[config.mk]
export PLATFORM = sky130hd
export DESIGN_NAME = regfile_scoreboard
export DESIGN_NICKNAME = d
export VERILOG_FILES = /design/src/rtl/rf_pkg.sv /design/src/rtl/rf_read_port.sv /design/src/rtl/regfile_scoreboard.sv
export SDC_FILE = /design/constraint.sdc
export NUM_CORES = 1
export LEC_CHECK = 0
export ABC_AREA = 1
export BUFFER_PORTS_ARGS = -buffer_cell sky130_fd_sc_hd__buf_4
export CORE_UTILIZATION = 45
export CTS_BUF_LIST = sky130_fd_sc_hd__clkbuf_8
export CTS_CLUSTER_SIZE = 25
export DETAILED_ROUTE_END_ITERATION = 8
export GPL_TIMING_DRIVEN = 1
export PLACE_DENSITY = 0.68
export SLEW_MARGIN = 20
export SYNTH_ARGS = -nofsm -noshare
export SYNTH_HDL_FRONTEND = slang
export SYNTH_SLANG_ARGS = --single-unit
[constraint.sdc]
create_clock -name clk -period 3.7 [get_ports clk]
set_input_delay 0.555 -clock clk [delete_from_list [all_inputs] [get_ports clk]]
set_output_delay 0.555 -clock clk [all_outputs]
set_load 0.02 [all_outputs]
[src/rtl/rf_pkg.sv]
// Shared defaults and types for the scoreboarded register file.
package rf_pkg;

    localparam int RF_DATA_W = 8;
    localparam int RF_ADDR_W = 3;
    localparam int RF_NREGS  = 2 ** RF_ADDR_W;
    localparam int RF_MAX_RD = 4;

    typedef logic [RF_ADDR_W-1:0] rf_idx_t;
    typedef logic [RF_DATA_W-1:0] rf_word_t;

endpackage

[src/rtl/rf_read_port.sv]
// One read port: zero-register handling, write-to-read bypass and RAW busy flag.
module rf_read_port
    import rf_pkg::*;
#(
    parameter int DATA_W   = RF_DATA_W,
    parameter int ADDR_W   = RF_ADDR_W,
    parameter int ZERO_REG = 1,
    localparam int NREGS   = 2 ** ADDR_W
) (
    input  logic                    reset,
    input  logic [ADDR_W-1:0]       rd_addr,
    input  logic [NREGS*DATA_W-1:0] mem_flat,
    input  logic [NREGS-1:0]        pend_vec,
    input  logic                    wr0_en,
    input  logic [ADDR_W-1:0]       wr0_addr,
    input  logic [DATA_W-1:0]       wr0_data,
    input  logic                    wr1_en,
    input  logic [ADDR_W-1:0]       wr1_addr,
    input  logic [DATA_W-1:0]       wr1_data,
    output logic [DATA_W-1:0]       rd_data,
    output logic                    rd_busy
);

    logic hit0;
    logic hit1;
    logic is_zero;

    assign hit0    = wr0_en && (wr0_addr == rd_addr);
    assign hit1    = wr1_en && (wr1_addr == rd_addr);
    assign is_zero = (ZERO_REG != 0) && (rd_addr == '0);

    // wr0 carries the younger result, so it beats wr1 on a shared index
    always_comb begin
        rd_data = mem_flat[rd_addr*DATA_W +: DATA_W];
        if (reset || is_zero) begin
            rd_data = '0;
        end else if (hit0) begin
            rd_data = wr0_data;
        end else if (hit1) begin
            rd_data = wr1_data;
        end
    end

    assign rd_busy = !reset && !is_zero && pend_vec[rd_addr] && !hit0 && !hit1;

endmodule

[src/rtl/regfile_scoreboard.sv]
// Multi-port register file with two write ports, read bypass and per-register pending bits.
module regfile_scoreboard
    import rf_pkg::*;
#(
    parameter int DATA_W   = RF_DATA_W,
    parameter int ADDR_W   = RF_ADDR_W,
    parameter int NUM_RD   = 2,
    parameter int ZERO_REG = 1,
    localparam int NREGS   = 2 ** ADDR_W
) (
    input  logic                     clk,
    input  logic                     reset,
    input  logic [NUM_RD*ADDR_W-1:0] rd_addr,
    output logic [NUM_RD*DATA_W-1:0] rd_data,
    output logic [NUM_RD-1:0]        rd_busy,
    input  logic                     wr0_en,
    input  logic [ADDR_W-1:0]        wr0_addr,
    input  logic [DATA_W-1:0]        wr0_data,
    input  logic                     wr1_en,
    input  logic [ADDR_W-1:0]        wr1_addr,
    input  logic [DATA_W-1:0]        wr1_data,
    input  logic                     iss_en,
    input  logic [ADDR_W-1:0]        iss_addr,
    input  logic                     flush,
    output logic [NREGS-1:0]         busy_vec
);

    logic [DATA_W-1:0]       mem_q [NREGS];
    logic [DATA_W-1:0]       mem_d [NREGS];
    logic [NREGS-1:0]        pend_q;
    logic [NREGS-1:0]        pend_d;
    logic [NREGS*DATA_W-1:0] mem_flat;
    logic                    wr0_ok;
    logic                    wr1_ok;

    assign wr0_ok = wr0_en && !((ZERO_REG != 0) && (wr0_addr == '0));
    assign wr1_ok = wr1_en && !((ZERO_REG != 0) && (wr1_addr == '0));

    // wr0 applied last so it wins a same-index collision
    always_comb begin
        for (int r = 0; r < NREGS; r++) begin
            mem_d[r] = mem_q[r];
        end
        if (wr1_ok) begin
            mem_d[wr1_addr] = wr1_data;
        end
        if (wr0_ok) begin
            mem_d[wr0_addr] = wr0_data;
        end
    end

    always_comb begin
        pend_d = pend_q;
        for (int r = 0; r < NREGS; r++) begin
            if (flush) begin
                pend_d[r] = 1'b0;
            end else if (iss_en && (iss_addr == ADDR_W'(r))) begin
                pend_d[r] = 1'b1;
            end else if ((wr0_en && (wr0_addr == ADDR_W'(r))) ||
                         (wr1_en && (wr1_addr == ADDR_W'(r)))) begin
                pend_d[r] = 1'b0;
            end
        end
        if (ZERO_REG != 0) begin
            pend_d[0] = 1'b0;
        end
    end

    always_ff @(posedge clk or posedge reset) begin
        if (reset) begin
            for (int r = 0; r < NREGS; r++) begin
                mem_q[r] <= '0;
            end
            pend_q <= '0;
        end else begin
            for (int r = 0; r < NREGS; r++) begin
                mem_q[r] <= mem_d[r];
            end
            pend_q <= pend_d;
        end
    end

    assign busy_vec = pend_q;

    for (genvar g = 0; g < NREGS; g++) begin : g_flat
        assign mem_flat[g*DATA_W +: DATA_W] = mem_q[g];
    end

    for (genvar i = 0; i < NUM_RD; i++) begin : g_rd
        rf_read_port #(
            .DATA_W   (DATA_W),
            .ADDR_W   (ADDR_W),
            .ZERO_REG (ZERO_REG)
        ) u_rd (
            .reset    (reset),
            .rd_addr  (rd_addr[i*ADDR_W +: ADDR_W]),
            .mem_flat (mem_flat),
            .pend_vec (pend_q),
            .wr0_en   (wr0_en),
            .wr0_addr (wr0_addr),
            .wr0_data (wr0_data),
            .wr1_en   (wr1_en),
            .wr1_addr (wr1_addr),
            .wr1_data (wr1_data),
            .rd_data  (rd_data[i*DATA_W +: DATA_W]),
            .rd_busy  (rd_busy[i])
        );
    end

endmodule

# Yosys cells after proc, flatten, opt, wreduce, memory -nomap -nowiden
# Cells that the tools add are included.
word_totals:
  word_cells: 155
  out_inout_bits: 26
  in_bits: 37
  reg_bits: 71
op_classes:
  n_reduce_logical: 66
  n_lt_le_gt_ge: 6
  eq_ne: 25
  mux: 39
  n_shift: 2
  n_bitwise: 2
ops:
  columns: ["op", "count"]
  rows:
  - ["64-bit bitwise mux", 2]
  - ["64-bit 2-to-1 mux", 2]
  - ["64-bit by 7-bit variable part select with 8-bit output", 2]
  - ["8-bit 2-to-1 mux", 8]
  - ["8-bit demux with 3-bit select", 2]
  - ["1-bit logical AND", 37]
  - ["3-bit == test, second input constant", 12]
  - ["1-bit 2-to-1 mux", 23]
  - ["3-bit nonzero test", 7]
  - ["3-bit by 2-bit == test with 1-bit output, second input constant", 6]
  - ["3-bit == test", 4]
  - ["3-bit logical NOT", 4]
  - ["3-bit by 1-bit == test with 1-bit output, second input constant", 3]
  - ["1-bit logical NOT", 9]
  - ["1-bit logical OR", 9]
  - ["4-bit >= comparator, second input constant", 2]
  - ["3-bit by 4-bit < comparator with 1-bit output, second input constant", 2]
  - ["4-bit by 1-bit < comparator with 1-bit output, second input constant", 2]
  - ["3-bit inverter with 4-bit output", 2]
  - ["1-bit binary-select mux with 3-bit select", 2]

# Logic depth before layout (Yosys ltp)
# Gate-level depths: netlist (run 1).
logic_depth:
  word_depth: 9
  ltp_mapped: 10

# By module
# Synthesis (run 1) repeated with hierarchy kept, for this count alone.
unflattened:
  hier_cells: 997
  area_unflattened_um2: 6030.8
modules_own_cells:
  columns: ["module", "instances", "area_per_inst_um2", "seq_area_each_um2", "cells_per_inst"]
  rows:
  - ["regfile_scoreboard", 1, 3666.0, 1776.7, 521]
  - ["rf_read_port", 2, 1182.4, 0.0, 238]

# Least setup slack after synthesis (run 1)
# No wires, ideal clock.
synth_path:
  path_type: "input to output"
  start: "input rd_addr[5]"
  end: "output rd_data[10]"
  arrival_ns: 1.705
  cell_stages: 7
  n_path_buf: 1
  slack_ns: 1.440
  cell_sequence: "buf_2 xor2_1 nor2_2 nand2_4 nand2_1 inv_1 a21oi_1"
synth_between:
  elab_chain_cells: 5
synth_lines:
  columns: ["item", "line_no", "text"]
  rows:
  - ["start, declared", "regfile_scoreboard.sv:13", "input logic [NUM_RD*ADDR_W-1:0] rd_addr,"]
  - ["branches (longest 4 deep; another with 64-bit by 7-bit variable part select with 8-bit output)", null, null]
  - ["8-bit 2-to-1 mux *", "rf_read_port.sv:35", "if (reset || is_zero) begin"]
  - ["end, declared", "regfile_scoreboard.sv:14", "output logic [NUM_RD*DATA_W-1:0] rd_data,"]
# Mark *: on every way between the ends.

# Worst setup path in the final report (run 1)
layout_path:
  start: "input rd_addr[0]"
  end: "output rd_data[0]"
# Same word-level chain as after synthesis.

==> results.ini, run 1 <==
[clocking]
ctsHoldBuffers=0
worstSkewPairLatency_ps=370
tritoncts=yes
clock-sinks=71
post_cts_buffers=0
htreeDepth=3
path_clk_slew_ps=80
cts_buffers=9
post_cts_resize_count=0
clock_path_buffers=2
cts_root_buf=clkbuf_8

[pwr]
switching_share_pct=37.2
leakage_nw=2.95
p_seq_share_pct=41.8
p_clk_share_pct=26.7
p_int_mw=1.54
ir_drop_uv=268
power.density_mw_per_mm2=414
switching_power_uw=915
pwr-share-comb_pct=31.5

[routing]
antenna_left=0
dr.first_iter.drc_count=554
wl_per_cell_um=19.4
drtPass1Iterations=5
vias=5916
drc=0
wl_mm=19.0
viasPerCell=6.03

[worst_setup_path]
crit_chain=buf_4 -> inv_2 -> nand2_1 -> o21ai_0 -> nor2_1 -> nand2_2 -> nand2_1 -> inv_1 -> a21oi_1 -> buf_4
cpPeakStageDelay_ps=380
worst-path-buf-inv=4
r2r-start=mem_flat[54]$_DFF_PP0_
cp_max_fo=41
end_kind=primary output
cp.arrival_ps=2370
startpoint_type=input pin
crit_family=buffers and inverters
slowest_stage=buf_4
worst-endpoint-required_ps=3140
crit_type=in2out
crit_start=rd_addr[0]

[die]
die_w_um=111
die-area_mm2=0.0123
core_mm2=0.0115
num_io_pins=63
fp-row-count=39
fp.dieH_um=111
start_util_pct=46.5

[place]
post_dp_cell_area_mm2=0.00574
place_congestion=0.982
hpwlAfterDp_mm=13.2
io_buffers=61

[final_layout]
num_antenna_cells=0
area_growth_pct=11.3
num-nets-final=870
final_layout_size_suffix_gt1_share_pct=13.2
fin_area_mm2=0.00594
post-route-util_pct=51.8

[sta]
max_freq_mhz=342
holdWs_ps=337
tns_ps=0
min_period_ps=2920
tightest_slew_ps=1020
fin_crit_sh_pct=79.0
rsz0062_at_grt=false
fin_worst_skew_ps=0
finalHoldViolCount=0
slew_violations=0
slew_headroom_pct=31.6
setup_violations=0

[synthesis]
synth_area_mm2=0.00533
synth_nets=850
synth_commonest_cells=262 x nand2_1, 131 x nand3_1, 71 x dfrtp_1
avgSynthCellArea_um2=6.56
yosysSeqAreaShare_pct=33.3
synth_cell_types=31
yosysMostFrequentCell=nand2_1
synth_ff_type=dfrtp_1
ys_ff_latch=71
syn-instance-count=813
yosys_warnings=0
async_flop_share_pct=100
synth_edf_count=0
yosysTopAreaCell=dfrtp_1
synth_top_area_share_pct=33.3
synth_area_leaders=dfrtp_1 33%, nand2_1 18%, nand3_1 12%, o211ai_1 5.4%, inv_1 4.4%

[global_routing]
grt_pass1_wl_mm=30.4
antenna_found_initial=0
grt.total_usage_pct=31.9
overflow=0
grt_pass1_vias=5721
grt_max_degree=43

[min_path]
hp-class=in2async

[run_status]
status=completed

[job]
drv_cap=0

per-stage QoR:
step | power, mW | worst slack [ps] | instances
floorplan | 1.55 | 1350 | 813
global placement | 1.78 | 943 | 965
detailed placement | 1.80 | 853 | 965
CTS | 2.45 | 843 | 981
global route | 2.60 | 637 | 981
finish | 2.46 | 778 | 981
worst paths after layout:
kind                       slack, ps                       to  cells after the start
setup reg to reg                2780   mem_flat[54]$_DFF_PP0_                      4
setup / recovery                 780               rd_data[0]                     10
min in group clk                 370  busy_vec[2]$_DFFE_PP0P_                      2
hold / removal                   340   mem_flat[32]$_DFF_PP0_                      2
max in group asynchronous       2670    mem_flat[6]$_DFF_PP0_                      3
hold reg to reg                  380    mem_flat[6]$_DFF_PP0_                      0
registers in the layout (all words and copies together), names as in the netlist:
register  cells
mem_flat     64
busy_vec      7
layout by cell type (no fill, tap or decap), drive strengths merged:
| cell type | n |
|---|---|
| o211ai | 38 |
| clkbuf | 10 |
| buf | 69 |
| nand4 | 12 |
| nor3 | 3 |
| nand3 | 133 |
| inv | 71 |
| clkinv | 2 |
| a21oi | 29 |
| clkinvlp | 3 |
| o22ai | 18 |
| bufinv | 1 |
| a31oi | 2 |
| conb | 1 |
| o21a | 30 |
| o21ai | 40 |
| dfrtp | 71 |
| xor2 | 1 |
| nand2 | 267 |
| nor2 | 37 |
power groups by stage:
stage / clock [mW] / combinational (mW) / sequential [mW]
final: 0.655 / 0.774 / 1.03
after global routing: 0.694 / 0.866 / 1.04
after CTS: 0.662 / 0.766 / 1.02
after detailed placement: 0 / 0.764 / 1.04
after global placement: 0 / 0.742 / 1.04
after floorplan: 0 / 0.553 / 1.00
kinds of logic (layout without fill, tap and decap cells):
group	count (synthesis)	count (layout)	share of synthesized area (%)
other cells	1	1	0.0703
flops	71	71	33.3
simple gates	452	452	37.3
xor+xnor	1	1	0.164
compound gates	157	157	18.4
buf+inv	131	156	10.7
per-layer routing:
layer / routed length (um) / track usage, % / up-vias
met3: 1670 / 7.00 / 63
li1: - / - / 2748
met4: 886 / 18.9 / 0
met1: 8000 / 41.7 / 2766
met5: 0 / 0 / -
met2: 8430 / 48.4 / 339
final cells by class:
cell class	count	area, um2
inverter	71	267
multi-input combinational	611	2980
timing repair buffer	69	531
fill	1171	5530
clock buffer	10	138
sequential	71	1780
tap	143	179
clock inverter	6	61.3
Note: power is estimated with default switching activity, not from simulation.
==> inputs of run 2 (changes only) <==
- ABC_AREA: 1 -> 0
- clock period: 3.7 -> 2.8 ns (I/O delays scaled with it)
==> results.ini, run 2 <==
[synthesis]
synth_area_mm2=0.00505  ; -5.3%
avgSynthCellArea_um2=9.60  ; +46%
yosys_warnings=0  ; unchanged
synth_cell_types=38  ; +23%
synth_edf_count=0  ; unchanged
yosysSeqAreaShare_pct=35.2  ; +1.8 points
yosysMostFrequentCell=mux2i_1
yosysTopAreaCell=dfrtp_1
synth_commonest_cells=88 x mux2i_1, 71 x dfrtp_1, 54 x a21oi_1
synth_top_area_share_pct=35.2  ; +1.8 points
syn-instance-count=526  ; -35%
synth_area_leaders=dfrtp_1 35%, mux2i_1 17%, mux4_1 6.8%, a21oi_1 5.4%, nor2_1 3.7%
ys_ff_latch=71  ; unchanged
synth_nets=563  ; -34%
synth_ff_type=dfrtp_1
async_flop_share_pct=100  ; unchanged

[clocking]
worstSkewPairLatency_ps=350  ; -20 ps
cts_root_buf=clkbuf_8
path_clk_slew_ps=70  ; about the same
post_cts_buffers=0  ; unchanged
clock_path_buffers=2  ; unchanged
clock-sinks=71  ; unchanged
post_cts_resize_count=0  ; unchanged
ctsHoldBuffers=0  ; unchanged
cts_buffers=9  ; unchanged
tritoncts=yes
htreeDepth=3  ; unchanged

[worst_setup_path]
cp.arrival_ps=2060  ; -310 ps
r2r_end=mem_flat[38]$_DFF_PP0_
worst-endpoint-required_ps=2380  ; -760 ps
end_kind=primary output
startpoint_type=input pin
reg2reg_depth=2  ; -2
r2r-start=mem_flat[38]$_DFF_PP0_
crit_type=in2out
crit_chain=buf_4 -> xnor2_1 -> and4_1 -> a21oi_1 -> a21oi_1 -> buf_4
cpPeakStageDelay_ps=510  ; +130 ps
slowest_stage=and4_1
ff2ff_setup_slack_ps=1990  ; -790 ps
cp_max_fo=17  ; -59%

[routing]
antenna_left=0  ; unchanged
viasPerCell=6.27  ; +3.9%
wl_per_cell_um=22.1  ; +14%
drtPass1Iterations=5  ; unchanged
vias=4386  ; -26%
wl_mm=15.5  ; -19%
dr.first_iter.drc_count=432  ; -22%
drc=0  ; unchanged

[pwr]
fin_total_pwr_mw=3.37  ; +37%
power.density_mw_per_mm2=576  ; +39%
leakage_nw=2.66  ; -9.7%
ir_drop_uv=289  ; +7.8%

[job]
drv_cap=0  ; unchanged

[final_layout]
post-route-util_pct=53.7  ; +1.9 points
num-nets-final=592  ; -32%
final_cell_count_no_fill=700  ; -29%
num_antenna_cells=0  ; unchanged
largest_reg_flops=64  ; unchanged
final_common_cell=mux2i_1
final_cell_mix=88 x mux2i_1, 87 x buf_4, 71 x dfrtp_1, 54 x a21oi_1, 50 x nor2_1
area_growth_pct=15.7
n_fill_cell=967  ; -17%
final_layout_size_suffix_gt1_share_pct=21.6  ; +8.4 points

[die]
num_io_pins=63  ; unchanged
start_util_pct=46.4  ; -0.10 points
die_w_um=108  ; -2.6%
die-area_mm2=0.0117  ; -5.2%
fp.dieH_um=108  ; -2.6%
fp-row-count=38  ; -2.6%
core_mm2=0.0109  ; -5.1%

[place]
io_buffers=61  ; unchanged
dp_cells=684  ; -29%
hpwlAfterDp_mm=10.4  ; -21%
place_congestion=0.991  ; +0.93%

[sta]
tns_ps=0  ; unchanged
slew_violations=0  ; unchanged
max_freq_mhz=403
rsz0062_at_grt=false
min_period_ps=2480
tightest_slew_ps=611  ; -412 ps
finalHoldViolCount=0  ; unchanged
setup_violations=0  ; unchanged
fin_crit_sh_pct=88.6
slew_headroom_pct=59.1  ; +27 points
fin_worst_skew_ps=0  ; unchanged

[global_routing]
overflow=0  ; unchanged
grt_max_degree=46  ; +7.0%
antenna_found_initial=0  ; unchanged
grt.total_usage_pct=27.7  ; -4.2 points
grt_pass1_vias=4265  ; -25%
grt_pass1_wl_mm=23.9  ; -21%

[run_status]
status=completed

[min_path]
hp-class=in2async

## run 2: changes by cell type after synthesis, moves of 30 or more
| cell | delta |
|---|---|
| nand3_1 | -123 |
| o211ai_1 | -31 |
| inv_1 | -54 |
| nand2_1 | -235 |
| mux2i_1 | +88 |
| o21a_1 | -30 |
## run 2: power breakdown
part           internal (mW)  leakage [nW]  switching (mW)
Sequential              1.21         0.864           0.154
Combinational          0.435          1.66           0.455
Clock                  0.705         0.138           0.411
## run 2: cell families after synthesis
family / synth area share (%)
compound gates: 13.6
xor+xnor: 2.08
buf+inv: 8.25
flops: 35.2
mux: 27.5
other cells: 0.0742
simple gates: 13.3
## run 2: stage by stage
step | hold slack [ps] | worst slack, ps | cell area, um2
floorplan | 436 | 519 | 5050
global placement | 378 | 383 | 5570
detailed placement | 378 | 375 | 5570
CTS | 192 | 368 | 5840
global route | 226 | 251 | 5840
finish | 177 | 318 | 5840
## run 2: layout make-up
cell class / instances / area [um2] / area share [%]
inverter: 9 / 33.8 / 0.578
clock inverter: 6 / 133 / 2.27
tap: 140 / 175 / 3.00
clock buffer: 10 / 138 / 2.35
sequential: 71 / 1780 / 30.4
multi-input combinational: 375 / 2900 / 49.5
timing repair buffer: 89 / 693 / 11.9
## run 2: how the worst max path moves through the flow
stage / cells past startpoint / start / end / slack [ps]
after floorplan: 6 / rd_addr[5] / rd_data[11] / 520
after CTS: 8 / rd_addr[3] / rd_data[14] / 370
after detailed placement: 8 / rd_addr[3] / rd_data[14] / 370
after global routing: 8 / rd_addr[3] / rd_data[14] / 250
final: 6 / rd_addr[1] / rd_data[4] / 320
after global placement: 8 / rd_addr[3] / rd_data[12] / 380
## run 2: critical path: cells and delay by family
| kind | cells | cell delay, ps |
|---|---|---|
| simple gates | 1 | 510 |
| buf+inv | 2 | 490 |
| compound gates | 2 | 440 |
| xor+xnor | 1 | 190 |
## run 2: layer usage
metal / wire (um) / track usage (%) / vias to the layer above / part of all wire, %
met4: 652 / 14.6 / 0 / 4.2
met2: 6930 / 42.4 / 248 / 45
met3: 1490 / 4.28 / 51 / 9.6
met1: 6390 / 37.9 / 2128 / 41
met5: 0 / 0 / - / 0
li1: - / - / 1959 / -
==> inputs of run 3 (changes only) <==
- PLACE_DENSITY: 0.68 -> 0.71
- clock period: 2.8 -> 2.2 ns (I/O delays scaled with it)
==> results.ini, run 3 (synthesis results as in run 2) <==
[run_status]
status=finished with violations
violations=negative setup slack

[clocking]
clock-sinks=71  ; unchanged
worstSkewPairLatency_ps=360  ; about the same
path_clk_slew_ps=80  ; about the same
clock_path_buffers=2  ; unchanged
cts_root_buf=clkbuf_8
cts_buffers=9  ; unchanged
ctsHoldBuffers=0  ; unchanged
htreeDepth=3  ; unchanged
tritoncts=yes

[final_layout]
final_layout_size_suffix_gt1_share_pct=29.4  ; +7.8 points
n_fill_cell=943  ; -2.5%
final_common_cell=buf_4
final_cell_count_no_fill=728  ; +4.0%
area_growth_pct=20.9
num_antenna_cells=0  ; unchanged
final_cell_mix=111 x buf_4, 88 x mux2i_1, 71 x dfrtp_1, 53 x a21oi_1, 50 x nor2_1
num-nets-final=620  ; +4.7%
largest_reg_flops=64  ; unchanged
fin_area_mm2=0.00611  ; +4.5%
post-route-util_pct=56.1  ; +2.4 points

[sta]
setup_violations=3  ; +3
holdWs_ps=47.8  ; -129 ps
min_period_ps=2220
finalHoldViolCount=0  ; unchanged
rsz0062_at_grt=true
fin_worst_skew_ps=0  ; unchanged
tns_ps=-33.5  ; -33.5 ps
slew_violations=0  ; unchanged
tightest_slew_ps=585  ; -26.0 ps
slew_headroom_pct=61.0  ; +1.9 points
setup_ws_ps=-20.6  ; -339 ps
max_freq_mhz=450
fin_crit_sh_pct=101

[die]
start_util_pct=46.4  ; unchanged
num_io_pins=63  ; unchanged
fp-row-count=38  ; unchanged
fp.dieH_um=108  ; unchanged
die_w_um=108  ; unchanged
core_mm2=0.0109  ; unchanged
die-area_mm2=0.0117  ; unchanged

[routing]
wl_mm=15.9  ; +2.5%
drtPass1Iterations=5  ; unchanged
antenna_left=0  ; unchanged
drc=0  ; unchanged
wl_per_cell_um=21.8  ; -1.4%
vias=4477  ; +2.1%
dr.first_iter.drc_count=543  ; +26%
viasPerCell=6.15  ; -1.9%

[job]
drv_cap=0  ; unchanged

[place]
dp_cells=700  ; +2.3%
io_buffers=61  ; unchanged
post_dp_cell_area_mm2=0.00573  ; +2.8%
pre_cts_ws_ps=-22.5  ; -397 ps
place_congestion=0.884  ; -11%
hpwlAfterDp_mm=10.6  ; +2.1%

[worst_setup_path]
crit_family=multiplexers
cp.arrival_ps=1890  ; -170 ps
worst-path-buf-inv=1  ; -1
cp_max_fo=3  ; -14
worst-endpoint-required_ps=1870  ; -510 ps
end_kind=primary output
cpPeakStageDelay_ps=470  ; -40 ps
crit_type=reg2out
crit_chain=mux4_2 -> nor2b_1 -> nor3_1 -> o32ai_1 -> buf_4
startpoint_type=flip-flop
slowest_stage=mux4_2

[min_path]
hp-class=in2async

[global_routing]
antenna_found_initial=0  ; unchanged
grt.total_usage_pct=29.3  ; +1.6 points
grt_pass1_wl_mm=25.2  ; +5.5%
grt_max_degree=33  ; -28%
grt_pass1_vias=4513  ; +5.8%
overflow=0  ; unchanged

[pwr]
fin_total_pwr_mw=4.22  ; +25%
leakage_nw=2.78  ; +4.4%
ir_drop_uv=395  ; +37%
power.density_mw_per_mm2=691  ; +20%

-- run 3: changes by cell type in the layout (fill, tap and decap cells not counted), moves of 2 or more --
cell       change
buf_12         +3
o32ai_1        -5
nor2b_4        +4
mux4_2        +10
nor3_2         +4
nor3_1         -4
bufinv_16      -2
mux4_1        -10
buf_4         +24
nor2b_1        -4
o32ai_2        +5
-- run 3: layer usage --
layer,up-vias,global-route usage (%),routed length (um)
met5,-,0,0
met4,0,11.6,492
met3,38,6.93,1410
met2,247,45.8,7280
met1,2181,39.3,6670
li1,2011,-,-
-- run 3: worst paths after layout --
| path | cells after the start | start | endpoint | slack, ps |
|---|---|---|---|---|
| max | 5 | mem_flat[43]$_DFF_PP0_ | rd_data[11] | -20 |
| min | 2 | reset | mem_flat[27]$_DFF_PP0_ | 50 |
| max reg2reg | 3 | mem_flat[42]$_DFF_PP0_ | mem_flat[42]$_DFF_PP0_ | 1300 |
| min reg2reg | 0 | mem_flat[1]$_DFF_PP0_ | mem_flat[1]$_DFF_PP0_ | 400 |
| max in group asynchronous | 3 | reset | mem_flat[23]$_DFF_PP0_ | 1460 |
| min in group clk | 2 | flush | busy_vec[6]$_DFFE_PP0P_ | 170 |
-- run 3: area by class of cell --
type	count	area, um2	area share, %
repair buffers	117	945	15.5
well taps	140	175	2.87
flip-flops and latches	71	1780	29.1
clock inverters	5	72.6	1.19
clock buffers	11	151	2.48
inverters	9	33.8	0.553
multi-input cells	375	2950	48.4
-- run 3: what timing repair did --
action                     CTS  global route
setup endpoints to repair    6            10
resized for setup           15            15
pin swaps                    8            11
buffers inserted            10             2
-- run 3: where the power goes --
| group | total [mW] | internal [mW] | leakage (nW) | switching [mW] |
|---|---|---|---|---|
| sequential | 1.73 | 1.54 | 0.864 | 0.191 |
| clock | 1.21 | 0.691 | 0.122 | 0.515 |
| combinational | 1.28 | 0.651 | 1.79 | 0.634 |
